### config.mk
export PLATFORM = sky130hd
export DESIGN_NAME = sequence_presenter
export DESIGN_NICKNAME = d
export VERILOG_FILES = /design/src/rtl/sequence_presenter.sv
export SDC_FILE = /design/constraint.sdc
export NUM_CORES = 1
export LEC_CHECK = 0
export ABC_AREA = 1
export CAP_MARGIN = 20
export CORE_MARGIN = 1.5
export CORE_UTILIZATION = 35
export CTS_CLUSTER_DIAMETER = 120
export DETAILED_ROUTE_END_ITERATION = 7
export PLACE_DENSITY_LB_ADDON = 0.1
export SYNTH_ARGS = -nofsm -noshare
export SYNTH_HDL_FRONTEND = slang
export SYNTH_SLANG_ARGS = --single-unit
### constraint.sdc
create_clock -name clock -period 1.3 [get_ports clock]
set_input_delay 0.26 -clock clock [delete_from_list [all_inputs] [get_ports clock]]
set_output_delay 0.26 -clock clock [all_outputs]
set_load 0.02 [all_outputs]
### src/rtl/sequence_presenter.sv
// Plays ROM entries 0..ultimo on the leds: lit for ON_CYCLES, dark for OFF_CYCLES.
// Optional PAUSE_EN macro adds a pausa input that freezes SHOW/GAP timing.
module sequence_presenter #(
  parameter int unsigned ON_CYCLES  = 1000,
  parameter int unsigned OFF_CYCLES = 500,
  parameter int unsigned ADDR_W     = 4,
  parameter int unsigned DATA_W     = 4
) (
  input  logic              clock,
  input  logic              clear,
`ifdef PAUSE_EN
  input  logic              pausa,
`endif
  input  logic              iniciar,
  input  logic [ADDR_W-1:0] ultimo,
  input  logic [DATA_W-1:0] mem_data,
  output logic [ADDR_W-1:0] endereco,
  output logic [DATA_W-1:0] leds,
  output logic              exibindo,
  output logic              pronto,
  output logic [3:0]        db_estado
);

  localparam int unsigned MAX_CYC = (ON_CYCLES > OFF_CYCLES) ? ON_CYCLES : OFF_CYCLES;
  localparam int unsigned TIMER_W = (MAX_CYC > 1) ? $clog2(MAX_CYC + 1) : 1;
  localparam int unsigned ON_LAST_I  = (ON_CYCLES > 0) ? ON_CYCLES - 1 : 0;
  localparam int unsigned OFF_LAST_I = (OFF_CYCLES > 0) ? OFF_CYCLES - 1 : 0;
  localparam logic [TIMER_W-1:0] ON_LAST  = TIMER_W'(ON_LAST_I);
  localparam logic [TIMER_W-1:0] OFF_LAST = TIMER_W'(OFF_LAST_I);
  localparam bit HAS_GAP = (OFF_CYCLES > 0);

  typedef enum logic [3:0] {
    S_IDLE     = 4'd0,
    S_FETCH    = 4'd1,
    S_WAIT_ROM = 4'd2,
    S_SHOW     = 4'd3,
    S_GAP      = 4'd4,
    S_NEXT     = 4'd5,
    S_DONE     = 4'd6
  } state_t;

  state_t              state, state_nxt;
  logic [TIMER_W-1:0]  timer, timer_nxt;
  logic [ADDR_W-1:0]   ultimo_r, ultimo_nxt;
  logic [ADDR_W-1:0]   endereco_nxt;
  logic [DATA_W-1:0]   leds_nxt;
  logic                hold;

`ifdef PAUSE_EN
  assign hold = pausa;
`else
  assign hold = 1'b0;
`endif

  // State and datapath registers
  always_ff @(posedge clock) begin
    if (clear) begin
      state    <= S_IDLE;
      timer    <= '0;
      ultimo_r <= '0;
      endereco <= '0;
      leds     <= '0;
    end else begin
      state    <= state_nxt;
      timer    <= timer_nxt;
      ultimo_r <= ultimo_nxt;
      endereco <= endereco_nxt;
      leds     <= leds_nxt;
    end
  end

  // Next-state and next-datapath logic
  always_comb begin
    state_nxt    = state;
    timer_nxt    = timer;
    ultimo_nxt   = ultimo_r;
    endereco_nxt = endereco;
    leds_nxt     = leds;
    case (state)
      S_IDLE: begin
        leds_nxt = '0;
        if (iniciar) begin
          endereco_nxt = '0;
          ultimo_nxt   = ultimo;
          state_nxt    = S_FETCH;
        end
      end
      S_FETCH: state_nxt = S_WAIT_ROM;
      S_WAIT_ROM: begin
        leds_nxt  = mem_data;
        timer_nxt = '0;
        state_nxt = S_SHOW;
      end
      S_SHOW: begin
        if (!hold) begin
          if (timer == ON_LAST) begin
            timer_nxt = '0;
            leds_nxt  = '0;
            state_nxt = HAS_GAP ? S_GAP : S_NEXT;
          end else begin
            timer_nxt = timer + TIMER_W'(1);
          end
        end
      end
      S_GAP: begin
        leds_nxt = '0;
        if (!hold) begin
          if (timer == OFF_LAST) begin
            timer_nxt = '0;
            state_nxt = S_NEXT;
          end else begin
            timer_nxt = timer + TIMER_W'(1);
          end
        end
      end
      S_NEXT: begin
        // Ending here keeps endereco from ever wrapping past the last entry
        if (endereco == ultimo_r) begin
          state_nxt = S_DONE;
        end else begin
          endereco_nxt = endereco + ADDR_W'(1);
          state_nxt    = S_FETCH;
        end
      end
      S_DONE:  state_nxt = S_IDLE;
      default: state_nxt = S_IDLE;
    endcase
  end

  // Status decodes straight from the state register
  assign exibindo  = (state != S_IDLE) && (state != S_DONE);
  assign pronto    = (state == S_DONE);
  assign db_estado = state;

endmodule

### Word-level counts from Yosys, hierarchy flattened

Cells that the tools add are included.

| word-level totals | value |
|---|---|
| register bits after elaboration | 26 |
| latch bits | 0 |
| memory bits (writable) | 0 |
| bits in read-only memories | 0 |
| output and inout bits | 14 |
| word-level logic and storage cells | 45 |
| memories kept | 0 |

| operators by class | value |
|---|---|
| add/sub/neg operators | 2 |
| $mul | 0 |
| div/mod/pow operators | 0 |
| order comparisons | 0 |
| equal/unequal tests | 14 |
| shift-type cells | 0 |
| multiplexer cells | 13 |
| bitwise operators | 0 |
| reductions and logical operators | 11 |

Operator list:

| kind | count |
|---|---|
| case mux 10 bit (3 select lines) | 1 |
| 2-to-1 mux 4 bit | 6 |
| case mux 4 bit (6 select lines) | 1 |
| 2-to-1 mux 10 bit | 2 |
| == test 4 x 3 -> 1 bit (second input constant) | 3 |
| case mux 4 bit (3 select lines) | 1 |
| adder 10 x 1 -> 10 bit (second input constant) | 1 |
| == test 10 bit (second input constant) | 1 |
| == test 10 x 9 -> 1 bit (second input constant) | 1 |
| == test 4 x 2 -> 1 bit (second input constant) | 2 |
| inequality test 2 bit (second input constant) | 4 |
| case mux 4 bit (2 select lines) | 1 |
| AND reduction 3 bit | 2 |
| nonzero test 3 bit | 2 |
| adder 4 x 1 -> 4 bit (second input constant) | 1 |
| == test 4 x 1 -> 1 bit (second input constant) | 1 |
| == test 4 bit | 1 |
| logical NOT 4 bit | 1 |
| inequality test 4 x 3 -> 1 bit (second input constant) | 1 |
| AND reduction 2 bit | 2 |
| nonzero test 4 bit | 1 |
| 2-to-1 mux 3 bit | 1 |
| nonzero test 2 bit | 1 |
| OR reduction 2 bit | 1 |
| logical AND 1 bit | 1 |

### Depth between registers and ports, before layout

| logic depth | value |
|---|---|
| depth after elaboration | 4 |
| depth in mapped cells | 11 |
| depth with buffers taken out | 11 |

### Least setup slack after synthesis

OpenSTA, ideal clock, no wires.

| timing | value |
|---|---|
| kind | register -> output |
| start point | reg state[2], in the netlist db_estado[2] |
| end point | out exibindo |
| arrival time | 1.241 ns |
| required time | 1.040 ns |
| path slack | -0.201 ns |
| cell stages (with the launch flop) | 5 |
| path buffers | 1 |
| path through | dfxtp_1 -> buf_2 -> nand2_2 -> nor2_1 -> nor2_1 |

| between the ends | value |
|---|---|
| longest elaborated chain between the ends | 2 |
| elaborated cells between the ends (all ways) | 3 |
| those cells by class | 1 x eq/ne; 2 x reduce/logical |

RTL lines:

| what | line | source |
|---|---|---|
| start, declared | 42 | `state_t state, state_nxt;` |
| start signal, assigned | 64 | `state <= state_nxt;` |
| inequality test 4 x 3 -> 1 bit / nonzero test 4 bit (equally long branches) | 131 | `assign exibindo = (state != S_IDLE) && (state != S_DONE);` |
| logical AND 1 bit * | 131 |  |
| end, declared | 19 | `output logic exibindo,` |

Mark *: on every way between the ends. The rest lies on a longest branch, timed or not.

### Worst setup path after layout

| timing | value |
|---|---|
| start point | reg state[1], in the netlist db_estado[1] |
| end point | out exibindo |

Same word-level chain as after synthesis.

==> flow_summary.toml <==
[outcome]
status = "complete, but fails checks"
violations = "setup timing"

[timing]
fin_crit_sh_pct = 104.4
finalHoldViolCount = 0
fmax_ghz = 0.7370
finalSetupViolCount = 4
rsz0062_at_grt = "yes"
min_period_ns = 1.357
layout_setup_ws_ns = -0.05690
fin_worst_skew_ns = 0.003596
fin_hold_ws_ns = 0.4706
final_max_slew_viol_count = 0
fin_tns_setup_ns = -0.1213

[yosys]
synthTopCellsByArea = "dfxtp_1 (35%), nand2_1 (15%), a21oi_1 (7.8%)"
ys_warn_count = 0
synth_nets = 230
ys_types = 29
synth.most_common_cell = "nand2_1"
synth_common_cells = "nand2_1 (57), inv_1 (28), dfxtp_1 (25)"
synth_top_area_cell = "dfxtp_1"
synthArstFlopShare_pct = 0
synth_top_cell_area_share_pct = 35.30
ys_seq_area_share_pct = 35.30
synth_flop_cell = "dfxtp_1"
ys_ff_latch = 25
synth-edff-count = 0
netlist_area_um2 = 1418
syn_avg_cell_area_um2 = 6.533
syn-instance-count = 217

[die]
core_area_um2 = 3771
die_h_um = 66.64
die_w_um = 66.64
fp-row-count = 22
fp.dieArea_um2 = 4441
initial_core_util_pct = 37.59
ios = 25

[place]
io_buffers = 23
placed_cell_area_um2 = 1948
gp_congestion = 0.7762
dp_hpwl_um = 2446

[critical_path]
cp_data_arrival_time_ns = 1.10
critPathKind = "reg2out"
crit_top_cell = "nor2_4"
crit_path_start_kind = "register"
crit_fanout = 4
end_kind = "output pin"
path_cells = "nor2_4 -> inv_2 -> nor2_4 -> nor2_1 -> buf_4"
slowest_delay_ns = 0.37
slowest_stage = "dfxtp_4"
reg2reg_depth = 10
required_ns = 1.04

[grt]
first_global_vias = 1358
grt_pass1_wl_um = 5989
overflow = 0
grt_start_max_net_pins = 16
track_usage_pct = 17.42
grt_antenna_before_repair = 0

[clock_network]
htree_num_levels = 1
clkTransAtPathRegs_ns = 0.09
clk_path_buf_depth = 2
cts_root_buf = "clkbuf_8"
clock_latency_ns = 0.27
tritoncts = "built"
cts.hold.buffers_added = 0
clkSinkCount = 25
cts-buffers-inserted = 3

[detailed_routing]
drt_iter0_drc = 51
vias = 1502
drc = 0
dr.pass1.iters = 4
wl_um = 3720
routedWlPerCell_um = 11.34
ant_nets = 0
vias_per_cell = 4.579

[cells_and_area]
nets = 294
finalInstanceArea_um2 = 2320
num_antenna_cells = 0
final_core_util_pct = 61.51
drive_gt1_share_pct = 45.36
area_growth_pct = 63.64

[power]
p_per_area_nw_per_um2 = 1678
power.internal_uw = 2209
power.total_uw = 3894
p_switching_uw = 1684
pwr-share-comb_pct = 61.1
p_leak_uw = 0.001077
pwr-share-seq_pct = 26.8
switching_share_pct = 43.26
vdd_drop_max_uv = 1342
clockPowerShare_pct = 12.1

[hold_path]
whs_path_depth = 2
hold_path_class = "reg2reg"

[run]
maxCapViolCount = 0
-- worst paths after layout --
kind	start	endpoint	slack [ns]
max	db_estado[1]	exibindo	-0.06
min	ultimo_r[0]	ultimo_r[0]	0.47
max reg2reg	timer[0]	db_estado[0]	-0.03
min reg2reg	ultimo_r[0]	ultimo_r[0]	0.47
-- metrics by stage --
step / worst slack (ns) / std cells
detailed placement: -0.1965 / 316
global route: -0.1252 / 328
finish: -0.05690 / 328
floorplan: 0.004593 / 217
CTS: -0.04003 / 322
global placement: -0.1809 / 316
-- cell type report --
cell class / count / area [µm²]
Clock inverter: 1 / 5.005
Timing Repair Buffer: 63 / 544.3
Inverter: 31 / 116.4
Tap cell: 48 / 60.06
Fill cell: 354 / 1451
Multi-Input combinational cell: 157 / 1017
Sequential cell: 25 / 535.5
Clock buffer: 3 / 41.29
-- cell families (layout without fill, tap and decap cells) --
group / after synthesis / after routing / share of synthesized area [%]
AOI/OAI and AO/OA: 36 / 36 / 13.33
xor gates and xnor gates: 3 / 3 / 1.854
adders and majority gates: 2 / 2 / 1.765
buffers and inverters: 37 / 98 / 10.33
DFF: 25 / 25 / 35.30
other: 1 / 1 / 0.2645
and+or+nand+nor: 113 / 115 / 37.16
-- power groups by stage --
stage               combinational, µW  clock [µW]  sequential [µW]
global placement                 1820           0             1010
finish                           2380         471             1040
global route                     2610         517             1060
detailed placement               1820           0             1000
CTS                              1850         494             1010
floorplan                         918           0             1110
-- routing by layer --
layer	routed length (µm)	track usage (%)	up-vias
met4	21	3.061	0
li1	-	-	810
met5	0	0	-
met3	130	3.716	2
met1	1776	23.14	668
met2	1791	29.25	22
-- registers in the layout, summed over array words and instances, names as in the netlist --
signal and count:
timer 10, endereco 4, leds 4, ultimo_r 4, db_estado 3
-- critical path: cells and delay by family, from the launching register on --
family / cells / cell delay (ns)
buffers and inverters: 2 / 0.21
flip-flops: 1 / 0.37
AND/OR/NAND/NOR: 3 / 0.25
-- cells in the final DEF (no fill, tap or decap), types with 2 or more instances in the layout --
cell and instances:
dfxtp_2 4, o21ai_1 2, dlygate4sd2_1 8, nand2_4 8, a21oi_1 16, nor2_2 5, o21ai_0 4, buf_6 10
nand3_2 8, dfxtp_4 8, nand2_2 10, inv_1 23, inv_2 8, nor2_4 8, xnor2_1 2, a21oi_2 7
o21ai_2 5, nand3_1 9, nor2_1 11, clkbuf_8 3, clkdlybuf4s50_1 10, buf_4 32, dfxtp_1 13, buf_2 2
nand2_8 2, nand2_1 48
-- what timing repair did --
action                                 4_1_cts  5_1_grt
setup endpoints to repair                   35       29
buffers inserted                             1        5
gates resized for setup                     46       67
endpoints found under the hold margin        0        0
pin swaps                                   13       23
cloned                                       1        1
No activity file was read; power rests on OpenSTA's default activity.
